===== src/rtl/aes_spi_slave_p.sv =====
// aes_spi_slave_p -- SPI mode-0 slave front-end for the AES core.
//
// Each chip-select frame carries a header byte (bit7 = mode, bits6:5 = key
// size), one BLOCK_W-bit data block and a 128/192/256-bit key. After the key
// the block launches the AES core (core_start/core_done handshake), then
// shifts the result back out on miso while cs_n is still low.
//
// Optional build macro: AES_SPI_LSB_FIRST_EN -- when defined, header, block,
// key and result transfer LSB-first (first-generation host compatibility).
// Default (undefined) is MSB-first.
//
// Ports:
//   clk, reset             system clock, synchronous active-high reset
//   sclk, cs_n, mosi       asynchronous SPI inputs (synchronised here)
//   miso                   serial result, 0 outside the TX phase
//   core_start             one-cycle launch pulse to the AES core
//   core_mode, core_size   header fields, held until the next header
//   core_block, core_key   assembled block and right-justified key
//   core_done, core_result core completion pulse and its output
//   busy                   high whenever the FSM is not idle
//   frame_err              sticky framing error, cleared by next cs_n fall
module aes_spi_slave_p #(
    parameter int BLOCK_W     = 128,
    parameter int KEY_W_MAX   = 256,
    parameter int SYNC_STAGES = 2
) (
    input  logic                 clk,
    input  logic                 reset,
    input  logic                 sclk,
    input  logic                 cs_n,
    input  logic                 mosi,
    output logic                 miso,
    output logic                 core_start,
    output logic                 core_mode,
    output logic [1:0]           core_size,
    output logic [BLOCK_W-1:0]   core_block,
    output logic [KEY_W_MAX-1:0] core_key,
    input  logic                 core_done,
    input  logic [BLOCK_W-1:0]   core_result,
    output logic                 busy,
    output logic                 frame_err
);

    localparam int CNT_MAX = (BLOCK_W > KEY_W_MAX) ? BLOCK_W : KEY_W_MAX;
    localparam int CNT_W   = $clog2(CNT_MAX + 1);

    typedef enum logic [3:0] {
        IDLE, HDR, DATA, KEY, START, WAIT, TX, DONE, ABORT
    } state_t;

    function automatic logic [CNT_W-1:0] key_len_f(input logic [1:0] size);
        case (size)
            2'b00:   key_len_f = CNT_W'(128);
            2'b01:   key_len_f = CNT_W'(192);
            default: key_len_f = CNT_W'(256);
        endcase
    endfunction

`ifdef AES_SPI_LSB_FIRST_EN
    function automatic logic [BLOCK_W-1:0] block_shift_f(input logic [BLOCK_W-1:0] v, input logic b);
        block_shift_f = {b, v[BLOCK_W-1:1]};
    endfunction
    // New bits enter at the top of the active key window so the key stays
    // right-justified once all key_len bits have arrived.
    function automatic logic [KEY_W_MAX-1:0] key_shift_f(input logic [KEY_W_MAX-1:0] v, input logic b,
                                                         input logic [CNT_W-1:0] len);
        key_shift_f = (v >> 1) | ({{(KEY_W_MAX-1){1'b0}}, b} << (len - CNT_W'(1)));
    endfunction
    function automatic logic [BLOCK_W-1:0] tx_shift_f(input logic [BLOCK_W-1:0] v);
        tx_shift_f = {1'b0, v[BLOCK_W-1:1]};
    endfunction
    function automatic logic tx_bit_f(input logic [BLOCK_W-1:0] v);
        tx_bit_f = v[0];
    endfunction
`else
    function automatic logic [BLOCK_W-1:0] block_shift_f(input logic [BLOCK_W-1:0] v, input logic b);
        block_shift_f = {v[BLOCK_W-2:0], b};
    endfunction
    // The key register is cleared when the header completes, so shifting
    // left leaves zeros above the active key length.
    function automatic logic [KEY_W_MAX-1:0] key_shift_f(input logic [KEY_W_MAX-1:0] v, input logic b,
                                                         input logic [CNT_W-1:0] len);
        key_shift_f = (len != '0) ? {v[KEY_W_MAX-2:0], b} : v;
    endfunction
    function automatic logic [BLOCK_W-1:0] tx_shift_f(input logic [BLOCK_W-1:0] v);
        tx_shift_f = {v[BLOCK_W-2:0], 1'b0};
    endfunction
    function automatic logic tx_bit_f(input logic [BLOCK_W-1:0] v);
        tx_bit_f = v[BLOCK_W-1];
    endfunction
`endif

    // Synchronisers: sampling flops only, left free-running through reset so
    // a cs_n held low across reset does not look like a new falling edge.
    logic [SYNC_STAGES-1:0] sclk_sync_q, cs_sync_q, mosi_sync_q;
    logic                   sclk_prev_q, cs_prev_q;

    always_ff @(posedge clk) begin
        sclk_sync_q <= {sclk_sync_q[SYNC_STAGES-2:0], sclk};
        cs_sync_q   <= {cs_sync_q[SYNC_STAGES-2:0], cs_n};
        mosi_sync_q <= {mosi_sync_q[SYNC_STAGES-2:0], mosi};
        sclk_prev_q <= sclk_sync_q[SYNC_STAGES-1];
        cs_prev_q   <= cs_sync_q[SYNC_STAGES-1];
    end

    logic sclk_s, cs_s, mosi_s;
    logic sclk_rise, sclk_fall, cs_rise, cs_fall;

    assign sclk_s    = sclk_sync_q[SYNC_STAGES-1];
    assign cs_s      = cs_sync_q[SYNC_STAGES-1];
    assign mosi_s    = mosi_sync_q[SYNC_STAGES-1];
    assign sclk_rise = sclk_s & ~sclk_prev_q;
    assign sclk_fall = ~sclk_s & sclk_prev_q;
    assign cs_rise   = cs_s & ~cs_prev_q;
    assign cs_fall   = ~cs_s & cs_prev_q;

    state_t                 state_q, state_d;
    logic [CNT_W-1:0]       cnt_q, cnt_d;
    logic [6:0]             hdr_q, hdr_d;
    logic [7:0]             hdr_byte;
    logic [BLOCK_W-1:0]     tx_q, tx_d;
    logic [BLOCK_W-1:0]     core_block_q, core_block_d;
    logic [KEY_W_MAX-1:0]   core_key_q, core_key_d;
    logic                   core_mode_q, core_mode_d;
    logic [1:0]             core_size_q, core_size_d;
    logic                   core_start_q, core_start_d;
    logic                   frame_err_q, frame_err_d;
    logic                   miso_q, miso_d;
    logic                   busy_q, busy_d;
    logic [CNT_W-1:0]       key_len;

    assign key_len = key_len_f(core_size_q);

    always_comb begin
        state_d      = state_q;
        cnt_d        = cnt_q;
        hdr_d        = hdr_q;
        tx_d         = tx_q;
        core_block_d = core_block_q;
        core_key_d   = core_key_q;
        core_mode_d  = core_mode_q;
        core_size_d  = core_size_q;
        core_start_d = 1'b0;
        frame_err_d  = frame_err_q;
`ifdef AES_SPI_LSB_FIRST_EN
        hdr_byte = {mosi_s, hdr_q};
`else
        hdr_byte = {hdr_q, mosi_s};
`endif
        // A cs_n rise before DONE aborts the frame; it outranks any sclk
        // edge or core_done seen in the same cycle.
        if (cs_rise && (state_q inside {HDR, DATA, KEY, START, WAIT, TX})) begin
            state_d     = IDLE;
            frame_err_d = 1'b1;
            cnt_d       = '0;
        end else begin
            case (state_q)
                IDLE: if (cs_fall) begin
                    state_d     = HDR;
                    cnt_d       = '0;
                    frame_err_d = 1'b0;
                end
                HDR: if (sclk_rise) begin
`ifdef AES_SPI_LSB_FIRST_EN
                    hdr_d = hdr_byte[7:1];
`else
                    hdr_d = hdr_byte[6:0];
`endif
                    if (cnt_q == CNT_W'(7)) begin
                        cnt_d = '0;
                        if (hdr_byte[6:5] == 2'b11) begin
                            state_d     = ABORT;
                            frame_err_d = 1'b1;
                        end else begin
                            state_d     = DATA;
                            core_mode_d = hdr_byte[7];
                            core_size_d = hdr_byte[6:5];
                            core_key_d  = '0;
                        end
                    end else begin
                        cnt_d = cnt_q + CNT_W'(1);
                    end
                end
                DATA: if (sclk_rise) begin
                    core_block_d = block_shift_f(core_block_q, mosi_s);
                    if (cnt_q == CNT_W'(BLOCK_W - 1)) begin
                        cnt_d   = '0;
                        state_d = KEY;
                    end else begin
                        cnt_d = cnt_q + CNT_W'(1);
                    end
                end
                KEY: if (sclk_rise) begin
                    core_key_d = key_shift_f(core_key_q, mosi_s, key_len);
                    if (cnt_q == key_len - CNT_W'(1)) begin
                        cnt_d   = '0;
                        state_d = START;
                    end else begin
                        cnt_d = cnt_q + CNT_W'(1);
                    end
                end
                START: begin
                    core_start_d = 1'b1;
                    state_d      = WAIT;
                end
                WAIT: if (core_done) begin
                    tx_d    = core_result;
                    state_d = TX;
                end
                TX: if (sclk_fall) begin
                    tx_d = tx_shift_f(tx_q);
                    if (cnt_q == CNT_W'(BLOCK_W - 1)) begin
                        cnt_d   = '0;
                        state_d = DONE;
                    end else begin
                        cnt_d = cnt_q + CNT_W'(1);
                    end
                end
                DONE, ABORT: if (cs_s) state_d = IDLE;
                default: state_d = IDLE;
            endcase
        end
        // miso follows the shift register only while staying in TX, which
        // gives the result MSB one cycle after TX entry and 0 on exit.
        miso_d = (state_q == TX && state_d == TX) ? tx_bit_f(tx_d) : 1'b0;
        busy_d = (state_d != IDLE);
    end

    always_ff @(posedge clk) begin
        if (reset) begin
            state_q      <= IDLE;
            cnt_q        <= '0;
            hdr_q        <= '0;
            tx_q         <= '0;
            core_block_q <= '0;
            core_key_q   <= '0;
            core_mode_q  <= 1'b0;
            core_size_q  <= 2'b00;
            core_start_q <= 1'b0;
            frame_err_q  <= 1'b0;
            miso_q       <= 1'b0;
            busy_q       <= 1'b0;
        end else begin
            state_q      <= state_d;
            cnt_q        <= cnt_d;
            hdr_q        <= hdr_d;
            tx_q         <= tx_d;
            core_block_q <= core_block_d;
            core_key_q   <= core_key_d;
            core_mode_q  <= core_mode_d;
            core_size_q  <= core_size_d;
            core_start_q <= core_start_d;
            frame_err_q  <= frame_err_d;
            miso_q       <= miso_d;
            busy_q       <= busy_d;
        end
    end

    assign miso       = miso_q;
    assign core_start = core_start_q;
    assign core_mode  = core_mode_q;
    assign core_size  = core_size_q;
    assign core_block = core_block_q;
    assign core_key   = core_key_q;
    assign busy       = busy_q;
    assign frame_err  = frame_err_q;

endmodule


===== config.mk =====
export PLATFORM = sky130hd
export DESIGN_NAME = aes_spi_slave_p
export DESIGN_NICKNAME = d
export VERILOG_FILES = /design/src/rtl/aes_spi_slave_p.sv
export SDC_FILE = /design/constraint.sdc
export NUM_CORES = 1
export LEC_CHECK = 0
export CORE_MARGIN = 4
export CORE_UTILIZATION = 46
export DETAILED_ROUTE_END_ITERATION = 16
export HOLD_SLACK_MARGIN = 0.02
export PLACE_DENSITY = 0.77
export SLEW_MARGIN = 20
export SYNTH_ARGS = -nofsm -noshare
export SYNTH_HDL_FRONTEND = slang
export SYNTH_SLANG_ARGS = --single-unit

===== constraint.sdc =====
create_clock -name clk -period 4.3 [get_ports clk]
set_input_delay 0.86 -clock clk [delete_from_list [all_inputs] [get_ports clk]]
set_output_delay 0.86 -clock clk [all_outputs]
set_load 0.02 [all_outputs]

==> impl_metrics.env <==
export IMPL_p_leak_uw=0.008932
export IMPL_timing_fmax_mhz=299.5
export IMPL_finalClockSkew_ps=11.04
export IMPL_yosysUniqueCellTypes=54
export IMPL_final_nets=2983
export IMPL_track_usage_pct=23.34
export IMPL_place_congestion=0.8518
export IMPL_drive_above_1_share_pct=4.424
export IMPL_n_fill_cell=3679
export IMPL_synthesis_nets=2615
export IMPL_post_route_cell_area_sq_um=27530
export IMPL_cts_sinks=547
export IMPL_yosys_warnings=0
export IMPL_worstSetupPathType="reg -> reg"
export IMPL_r2r_cells=7
export IMPL_coreArea_sq_um=44120
export IMPL_grt_pass1_vias=17540
export IMPL_die_w_um=218.9
export IMPL_grt_pass1_wl_um=93420
export IMPL_antenna_found_initial=4
export IMPL_route_met3_wl_um=4220
export IMPL_initialDrtViolationCount=1954
export IMPL_first_pass_iters=7
export IMPL_rows=77
export IMPL_r2r_slack_ps=960
export IMPL_slowest_stage="buf_4"
export IMPL_die_area_sq_um=47920
export IMPL_placed_cells=3381
export IMPL_tightest_slew_ps=952.3
export IMPL_rr_endpoint="tx_q[71]"
export IMPL_worstSetupEndpointType="flip-flop"
export IMPL_syn2layout_area_growth_pct=34.54
export IMPL_relSlewSlack_pct=36.52
export IMPL_power_density_nw_per_um2=372.3
export IMPL_holdBufCountCts=0
export IMPL_worst_path_most_repeated_cell="nor3_1"
export IMPL_hold_path_class="reg -> reg"
export IMPL_cts_tree="yes"
export IMPL_synth_cells=2480
export IMPL_async_flop_share_pct=0
export IMPL_synth_edf_count=0
export IMPL_crit_path_end="tx_q[71]"
export IMPL_drt_wl_total_um=60510
export IMPL_r2r_start="state_q[2]"
export IMPL_ys_seq_area_share_pct=53.52
export IMPL_h_tree_depth=2
export IMPL_cp_required_ps=4800
export IMPL_vias_per_cell=5.521
export IMPL_wire_per_inst_um=17.35
export IMPL_post_cts_buffers=0
export IMPL_start_util_pct=46.37
export IMPL_synth_flop_cell="dfxtp_1"
export IMPL_status="finished, final reports clean"
export IMPL_rsz0062_at_grt="no"
export IMPL_ir_drop_mv=0.2937
export IMPL_critPathMaxStageDelay_ps=820
export IMPL_wirelength_met1_um=24200
export IMPL_fin_crit_sh_pct=77.64
export IMPL_crit_path_max_fanout=92
export IMPL_dr_wl_met2_um=29320
export IMPL_totalNegativeSetupSlack_ps=0
export IMPL_clock_latency_ps=590
export IMPL_fp_dieH_um=218.9
export IMPL_startpoint="state_q[2]"
export IMPL_synth_area_per_cell_sq_um=8.251
export IMPL_drv_slew=0
export IMPL_instances_no_fill=3488
export IMPL_synth_area_sq_um=20460
export IMPL_ctsResizeCount=0
export IMPL_worst_setup_path_start_kind="flip-flop"
export IMPL_clkTransAtPathRegs_ps=60
export IMPL_cts_root_buf="clkbuf_16"
export IMPL_drc=0
export IMPL_grt_max_degree=257
export IMPL_ys_ff_latch=547
export IMPL_worstPathArrival_ps=3830
export IMPL_grt_overflow_total=0
export IMPL_dp_hpwl_um=38930
export IMPL_setup_viol=0
export IMPL_vias=19260
export IMPL_numCtsBuffers=56
export IMPL_min_period_ps=3338
export IMPL_total_power_uw=10250
export IMPL_top_layer="met5"
export IMPL_io_pins=525
export IMPL_ant_nets=0
export IMPL_path_cells="nor3_1 > nor4b_2 > inv_1 > o21ai_4 > buf_4 > a221oi_1 > nor3_1"
export IMPL_maxCapViolCount=0
export IMPL_clk_path_buf_depth=3
export IMPL_hold_violations=0
export IMPL_dpl_cell_area_sq_um=25610
export IMPL_io_buffers=524
-- how the worst min path moves through the flow --
stage / slack [ps] / startpoint / to / cells after the start
3_5_place_dp: 310 / mosi_sync_q[0] / mosi_sync_q[1] / 0
4_1_cts: 330 / mosi_sync_q[0] / mosi_sync_q[1] / 0
2_1_floorplan: 310 / cs_sync_q[0] / cs_sync_q[1] / 0
6_report: 320 / mosi_sync_q[0] / mosi_sync_q[1] / 0
5_1_grt: 340 / sclk_sync_q[0] / sclk_sync_q[1] / 0
3_3_place_gp: 310 / mosi_sync_q[0] / mosi_sync_q[1] / 0
-- report_power, final --
| group | internal (uW) | total (uW) | switching (uW) | leakage (uW) |
|---|---|---|---|---|
| Combinational | 128 | 258 | 130 | 0.00361 |
| Clock | 2920 | 4910 | 1990 | 0.000919 |
| Sequential | 5070 | 5080 | 6.87 | 0.00441 |
| Total | 8120 | 10200 | 2130 | 0.00893 |
-- cell usage after synthesis, types with 2 or more instances --
library cell  count  area share (%)
a21oi_1         400             9.8
a221oi_1        127             5.4
a22oi_1           2           0.073
a31oi_1           8            0.24
and2_1            2           0.061
and3_1            8            0.24
buf_1             2           0.037
buf_2            52             1.3
buf_6            27             1.5
clkbuf_1        153             2.8
dfxtp_1         547              54
inv_1             2           0.037
mux2i_1           6            0.29
nand2_1         528             9.7
nand2b_1          8            0.24
nand3_1         269             6.6
nand3b_1          2           0.073
nor2_1          155             2.8
nor2b_1           6            0.18
nor3_1          136             3.3
nor4b_1           2           0.086
o211ai_1          2           0.073
o21ai_0           2           0.049
o21bai_1          3            0.11
or2_1             2           0.061
-- cell families (layout without fill, tap and decap cells) --
logic type	count (synthesis)	in the layout	share of synthesized area, %
adder cells (fa/ha/maj)	1	1	0.06114
flip-flops	547	547	53.52
buffers and inverters	236	649	5.638
AND/OR/NAND/NOR	1132	1132	23.96
other	0	3	0
multiplexers	6	6	0.2935
AO/OA/AOI/OAI	558	558	16.53
-- registers in the layout, summed over array words and instances, names as in the netlist, 4 cells and up --
signal,cells
core_key,256
core_block,128
tx_q,128
cnt_q,9
hdr_q,7
state_q,4
-- cell usage in the layout (no fill, tap or decap), drive strengths merged, types with 2 or more instances in the layout --
| master | n |
|---|---|
| a2111oi | 2 |
| a21oi | 401 |
| a221oi | 128 |
| a22oi | 2 |
| a31oi | 8 |
| and2 | 2 |
| and3 | 8 |
| buf | 21 |
| bufinv | 4 |
| clkbuf | 86 |
| clkdlybuf4s50 | 523 |
| clkinv | 7 |
| clkinvlp | 3 |
| dfxtp | 547 |
| diode | 3 |
| inv | 5 |
| mux2i | 6 |
| nand2 | 529 |
| nand2b | 8 |
| nand3 | 269 |
| nand3b | 2 |
| nor2 | 156 |
| nor2b | 6 |
| nor3 | 136 |
| nor4 | 2 |
| nor4b | 3 |
| o211ai | 2 |
| o21ai | 2 |
| o21bai | 3 |
| or2 | 3 |
| or3b | 2 |
-- area by class of cell --
type	count	area (sq um)	area share, %
Antenna cell	3	7.507	0.02727
Clock buffer	86	1675	6.086
Clock inverter	17	203.9	0.7408
Inverter	2	7.507	0.02727
Multi-Input combinational cell	1697	8399	30.51
Sequential cell	547	10950	39.78
Tap cell	592	740.7	2.691
Timing Repair Buffer	544	5544	20.14
-- critical path, delay by kind of cell, from the launching register on --
family | cells | cell delay, ps
buf+inv | 2 | 1030
simple gates | 3 | 940
flops | 1 | 680
compound gates | 2 | 530
-- layer usage --
layer	up-vias	GRT usage, %
li1	9336	-
met1	9111	28.89
met2	661	38.77
met3	146	5.539
met4	2	10.49
met5	-	0
-- per-stage QoR --
| stage | setup slack (ps) | util, % | hold WS [ps] |
|---|---|---|---|
| detailed placement | 738.2 | 58.05 | 315.0 |
| finish | 961.6 | 62.39 | 322.3 |
| global route | 693.7 | 62.39 | 335.8 |
| CTS | 1012 | 62.31 | 326.4 |
| floorplan | 2193 | - | 309.6 |
| global placement | 866.8 | 57.98 | 313.3 |
No activity file was read; power rests on OpenSTA's default activity.
